## src/rtl/adder_rr_sched.sv

```systemverilog
// Round-robin scheduler sharing one registered adder among four requesters.
// Grants are combinational; results come back one cycle later with a one-hot tag.
module adder_rr_sched #(
    parameter int WL   = 4,
    parameter int CNTW = 16
) (
    input  logic              iCLK,
    input  logic              iRST,
    input  logic              iEN,
    input  logic [3:0]        iREQ,
    input  logic [4*WL-1:0]   iA,
    input  logic [4*WL-1:0]   iB,
    output logic [3:0]        oGNT,
    output logic              oADD_EN,
    output logic [WL-1:0]     oADD_A,
    output logic [WL-1:0]     oADD_B,
    input  logic [WL:0]       iADD_SUM,
    output logic [3:0]        oRES_VLD,
    output logic [WL:0]       oRES,
    output logic              oBUSY,
    output logic [CNTW-1:0]   oGNT_CNT
);

    logic [1:0]      ptr_reg, ptr_next;
    logic [3:0]      tag_reg, tag_next;
    logic [CNTW-1:0] cnt_reg, cnt_next;

    logic [3:0]      req_rot;
    logic [1:0]      gnt_off;
    logic [1:0]      gnt_idx;
    logic            grant_any;
    logic [WL-1:0]   a_sel [4];
    logic [WL-1:0]   b_sel [4];

    // Rotate requests so that index 0 is the requester the pointer favours.
    generate
        for (genvar gi = 0; gi < 4; gi++) begin : g_lanes
            assign req_rot[gi] = iREQ[ptr_reg + 2'(gi)];
            assign a_sel[gi]   = iA[gi*WL +: WL];
            assign b_sel[gi]   = iB[gi*WL +: WL];
        end
    endgenerate

    always_comb begin
        gnt_off = 2'd0;
        for (int k = 3; k >= 0; k--) begin
            if (req_rot[k]) begin
                gnt_off = 2'(k);
            end
        end
    end

    assign gnt_idx   = ptr_reg + gnt_off;
    assign grant_any = iEN && !iRST && (|iREQ);

    always_comb begin
        oGNT    = 4'b0000;
        oADD_A  = '0;
        oADD_B  = '0;
        if (grant_any) begin
            oGNT   = 4'b0001 << gnt_idx;
            oADD_A = a_sel[gnt_idx];
            oADD_B = b_sel[gnt_idx];
        end
    end

    assign oADD_EN = grant_any;

    always_comb begin
        ptr_next = ptr_reg;
        tag_next = 4'b0000;
        cnt_next = cnt_reg;
        if (grant_any) begin
            ptr_next = gnt_idx + 2'd1;
            tag_next = oGNT;
            cnt_next = cnt_reg + 1'b1;
        end
    end

    always_ff @(posedge iCLK) begin
        if (iRST) begin
            ptr_reg <= 2'd0;
            tag_reg <= 4'b0000;
            cnt_reg <= '0;
        end else begin
            ptr_reg <= ptr_next;
            tag_reg <= tag_next;
            cnt_reg <= cnt_next;
        end
    end

    // A result in flight while reset is asserted is dropped, not reported.
    assign oRES_VLD = iRST ? 4'b0000 : tag_reg;
    assign oRES     = (|oRES_VLD) ? iADD_SUM : '0;
    assign oBUSY    = (|iREQ) || (|oRES_VLD);
    assign oGNT_CNT = cnt_reg;

endmodule
```

## config.mk

```make
export PLATFORM = sky130hd
export DESIGN_NAME = adder_rr_sched
export DESIGN_NICKNAME = d
export VERILOG_FILES = /design/src/rtl/adder_rr_sched.sv
export SDC_FILE = /design/constraint.sdc
export NUM_CORES = 1
export LEC_CHECK = 0
export BUFFER_PORTS_ARGS = -buffer_cell sky130_fd_sc_hd__buf_4
export CAP_MARGIN = 20
export CORE_MARGIN = 2
export CORE_UTILIZATION = 44
export DETAILED_ROUTE_END_ITERATION = 6
export PLACE_DENSITY = 0.79
export SKIP_CTS_REPAIR_TIMING = 1
export SLEW_MARGIN = 20
export SYNTH_ARGS = -nofsm -noshare
export SYNTH_HDL_FRONTEND = slang
export SYNTH_SLANG_ARGS = --single-unit
```

## constraint.sdc

```tcl
create_clock -name iCLK -period 3 [get_ports iCLK]
set_clock_uncertainty 0.2 [all_clocks]
set_input_delay 0 -clock iCLK [delete_from_list [all_inputs] [get_ports iCLK]]
set_output_delay 0 -clock iCLK [all_outputs]
set_load 0.05 [all_outputs]
```

==> metrics.cfg, run 1 <==
[outcome]
outcome=complete, but fails checks
violations=hold timing

[yosys]
seq_area_frac_synth_pct=29.3
synth_area_mm2=0.00150
synthXorXnorAreaFrac_pct=10.4
avgSynthCellArea_um2=9.33
synth_commonest_cells=nor2_1 (25), dfxtp_1 (22), xor2_1 (12), nand3_1 (10), nor2b_1 (9)
synth_mux_area_share_pct=14.8
synthTopCellsByArea=dfxtp_1 (29%), mux4_1 (14%), xor2_1 (7.0%), nor2_1 (6.3%), nor2b_1 (3.8%)
yosys.area.top_type_share_pct=29.3
ys_ff_latch=22
synth-compound-area-share_pct=7.25
yosysTopAreaCell=dfxtp_1
yosys.area_share.adder_pct=2.50
synth_fp_nets=208
ys.flop_type=dfxtp_1
yosysMostFrequentCell=nor2_1
synth_edf_count=0
async_flop_share_pct=0
synthCells=161
synth.yosys.warnings=0
ys_types=38
synth_top_family_by_area=simple AND/OR/NAND/NOR gates
yosys.area_share.simple_pct=28.5

[cts]
cts_tree=built
clockBufferDepth=2
numClockSinks=22
clkTransAtPathRegs_ns=0.12
cts_buffers=3
cts-root-buf=clkbuf_4
clk_latency_ns=0.31
h-tree-depth=1

[floorplan]
rows=21
die_x_um=62.4
die_area_mm2=0.00390
start_util_pct=45.4
die_y_um=62.4
ios=83
core_area_mm2=0.00331

[min_path]
hp-class=input port to register

[timing]
timing.fmax_mhz=337
setup_viol=0
whs_ns=-0.0209
slew_headroom_pct=37.5
finalCritPeriodShare_pct=99.0
finalHoldViolCount=2
tns_ns=0
rsz0062_at_grt=yes
worst_slew_pin_slew_ns=0.929
layout_min_cycle_time_ns=2.97
report.final.slew_viol_count=0

[setup_path]
cp_common_cell=buf_4
crit_arrival_ns=2.77
endpoint_kind=output pin
cp_data_required_time_ns=2.80
path_class=register to output pin
cp-start-kind=register
critPathSlowestCell=mux4_1
path_cells=buf_4 -> nor4_4 -> a21oi_1 -> o21ai_1 -> ha_2 -> clkinvlp_2 -> mux4_1 -> and2_1 -> buf_4
worst-path-max-fanout=6
path_buf_inv=3
crit_family=multiplexers
critical_path.max_stage_delay_ns=0.56

[route]
via_per_inst=5.10
met2_length_mm=2.13
routed.top_layer=met4
drt_iter0_drc=100
vias=1505
wl_met1_mm=1.66
wirelength_mm=4.01
route.detailed.drc=0
route.met3.wl_um=179
dr.pass1.iters=4
ant_nets=0
wl_per_cell_um=13.6

[power_and_ir_drop]
leakage_nw=1.03
vdd_drop_max_mv=0.270
powerDensity_mw_per_mm2=543

[placement]
routabilityCongestion=0.784
dp.final_hpwl_mm=2.88
place_area_mm2=0.00211
place_inst=281
port_buffers=82

[global_routing]
antenna_found_initial=0
first_global_vias=1315
grt_use_total_pct=19.2
grt_max_degree=23
grt_pass1_wl_mm=6.20
grt.overflow.total=0

[cells_and_area]
synthToLayoutAreaGrowth_pct=51.3
layout.cells.non_filler=295
drive_gt1_share_pct=45.0
fillers=288
diodes=0
final_area_mm2=0.00227
fin_nets=297
largest_reg_flops=16

[job]
cap_viol_max_count=0

==> layer usage <==
layer  GRT usage, %  vias to the layer above
met5              0                        -
met4           3.61                        0
met3           3.78                        6
met2           33.9                       43
met1           24.5                      714
li1               -                      742
==> stage by stage <==
stage / total power [W] / util [%] / setup slack [ns]
after floorplan: 0.000819 / - / 0.00808
after detailed placement: 0.000955 / 63.7 / 0.0739
after global placement: 0.000946 / 63.7 / 0.130
after global routing: 0.00130 / 68.6 / -0.159
final: 0.00123 / 68.6 / 0.0303
after CTS: 0.00112 / 64.8 / -0.287
==> final timing paths <==
kind / cells past startpoint / slack, ns / endpoint / from
setup / recovery: 9 / 0.03 / oADD_B[1] / ptr_reg[0]
hold / removal: 4 / -0.02 / ptr_reg[1] / iREQ[1]
setup reg to reg: 11 / 0.49 / ptr_reg[1] / ptr_reg[0]
hold reg to reg: 2 / 0.33 / oGNT_CNT[1] / oGNT_CNT[1]
==> layout make-up <==
type	count	area (um2)	share of cell area (%)
repair buffers	93	716	31.5
multi-input cells	123	986	43.4
well taps	46	57.6	2.53
clock buffers	4	36.3	1.60
inverters	6	26.3	1.16
repair inverters	1	5.00	0.220
flip-flops and latches	22	444	19.6
==> logic make-up (layout without fill, tap and decap cells) <==
group | count (synthesis) | after routing
fa+ha+maj | 3 | 3
xor+xnor | 17 | 17
simple gates | 82 | 82
buf+inv | 16 | 104
flops | 22 | 22
mux | 9 | 9
compound gates | 12 | 12
==> tightest hold or removal path: stages <==
cell     delay, ns
buf_4         0.13
o41ai_1       0.17
nand3_1       0.11
o21ai_1       0.06
==> power breakdown <==
part	total [W]	switching [W]	internal, W
clock network	0.000163	0.0000892	0.0000741
logic	0.000744	0.000388	0.000356
registers	0.000327	0.0000170	0.000310
total	0.00123	0.000494	0.000740
==> cells in the final DEF (no fill, tap or decap), types with 3 or more instances in the layout <==
| master | synthesis | routed |
|---|---|---|
| and2_1 | 8 | 8 |
| buf_4 | 2 | 88 |
| clkbuf_4 | 0 | 3 |
| dfxtp_1 | 22 | 21 |
| dlygate4sd3_1 | 0 | 3 |
| inv_1 | 6 | 5 |
| mux4_1 | 8 | 6 |
| nand2_1 | 8 | 8 |
| nand3_1 | 10 | 10 |
| nor2_1 | 25 | 25 |
| nor2b_1 | 9 | 9 |
| nor3_1 | 6 | 6 |
| xnor2_1 | 4 | 3 |
| xor2_1 | 12 | 12 |
Note: power is estimated with default switching activity, not from simulation.
==> run 2: changes to the inputs <==
CORE_UTILIZATION = 35   (was 44)
PLACE_DENSITY = 0.66   (was 0.79)
==> metrics.cfg, run 2 (synthesis gave the netlist of run 1 again) <==
[setup_path]
crit_family=compound AO/OA/AOI/OAI gates
worst-path-max-fanout=11
endpoint_kind=output pin
critPathSlowestCell=mux4_1
path_cells=o311a_2 -> o21ai_1 -> ha_2 -> clkinvlp_4 -> mux4_1 -> and2_1 -> buf_4
critPathLaunch=ptr_reg[0]
path_depth=7
path_buf_inv=2
path_class=register to output pin
crit_arrival_ns=2.70
critical_path.max_stage_delay_ns=0.57
rrSetupSlack_ns=0.42
r2r_cells=8
cp-start-kind=register
r2r_start=ptr_reg[0]
cp_data_required_time_ns=2.80

[cells_and_area]
fillers=380
largest_reg_flops=16
drive_gt1_share_pct=43.3
diodes=0
final_cell_mix=buf_4 (89), nor2_1 (25), dfxtp_1 (21)
layout_commonest_cell=buf_4
final-seq-area_um2=442
multi_input_area_um2=971
fin_nets=295
synthToLayoutAreaGrowth_pct=49.8

[placement]
preCtsSetupSlack_ns=0.0136
routabilityCongestion=0.739
port_buffers=82
dp.final_hpwl_mm=2.90

[cts]
numClockSinks=22
h-tree-depth=1
cts_tree=built
clkTransAtPathRegs_ns=0.08
clockBufferDepth=2
clk_latency_ns=0.26
cts-root-buf=clkbuf_8
cts_buffers=3

[timing]
setup_slack_ns=0.0983
worst_slew_pin_slew_ns=0.736
setup_viol=0
finalHoldViolCount=1
report.final.slew_viol_count=0
whs_ns=-0.00730
layout_min_cycle_time_ns=2.90
finalCritPeriodShare_pct=96.7
timing.fmax_mhz=345
slew_headroom_pct=50.3

[power_and_ir_drop]
p_int_w=0.000757
vdd_drop_max_mv=0.267
p_clk_share_pct=16.5
leakage_nw=1.03
switchingPower_w=0.000487
finalPower_w=0.00124
pwr-share-comb_pct=57.1
powerDensity_mw_per_mm2=553
power_switching_share_pct=39.2
p_seq_share_pct=26.4

[outcome]
outcome=complete, but fails checks
violations=hold timing

[route]
wirelength_mm=3.91
via_per_inst=4.90
vias=1454
wl_per_cell_um=13.1
ant_nets=0
route.detailed.drc=0
drt_iter0_drc=78
dr.pass1.iters=4

[global_routing]
antenna_found_initial=0
grt_use_total_pct=15.1
grt_pass1_wl_mm=6.12
first_global_vias=1315
grt.overflow.total=0
grt_max_degree=23

[floorplan]
rows=23
die_x_um=69.5
die_y_um=69.5
start_util_pct=37.0
core_area_mm2=0.00406
ios=83
die_area_mm2=0.00483

[min_path]
hp-class=input port to register
min_from=iREQ[3]
min_path_cells=4

[job]
cap_viol_max_count=0

-- run 2: final timing paths --
| check | end |
|---|---|
| worst max-delay path | oADD_A[1] |
| worst min register to register | oGNT_CNT[1] |
| worst max register to register | ptr_reg[1] |
| worst min-delay path | oGNT_CNT[1] |
-- run 2: final cells by class --
type	count	area share (%)
repair buffers	91	30.6
well taps	50	2.78
inverters	6	1.17
clock buffers	4	2.45
repair inverters	1	0.222
flip-flops and latches	22	19.6
multi-input cells	123	43.2
-- run 2: power groups by stage --
stage	combinational [W]	sequential, W	clock, W
after floorplan	0.000483	0.000337	0
after global placement	0.000613	0.000333	0
after detailed placement	0.000628	0.000334	0
after CTS	0.000628	0.000327	0.000212
after global routing	0.000756	0.000331	0.000227
final	0.000710	0.000328	0.000205
-- run 2: tightest hold or removal path, delay by kind of cell --
| kind | cells | cell delay (ns) |
|---|---|---|
| compound gates | 2 | 0.20 |
| simple gates | 1 | 0.09 |
| buf+inv | 1 | 0.12 |
-- run 2: stage by stage --
stage               std cells  utilization, %  hold WS, ns  area [um2]  TNS [ns]
floorplan                 161               -      -0.0208        1510         0
global placement          285            52.1        0.143        2110         0
detailed placement        285            52.1        0.145        2110         0
CTS                       289            53.4       -0.127        2170     -1.96
global route              297            55.4       0.0414        2250   -0.0769
finish                    297            55.4     -0.00730        2250         0
-- run 2: per-layer routing --
layer  global-route usage (%)  routed length [um]  vias up
met1                     18.6                1690      683
met4                     2.61                  19        0
met3                     1.60                 131        2
met5                        0                   0        -
li1                         -                   -      739
met2                     28.4                2070       30
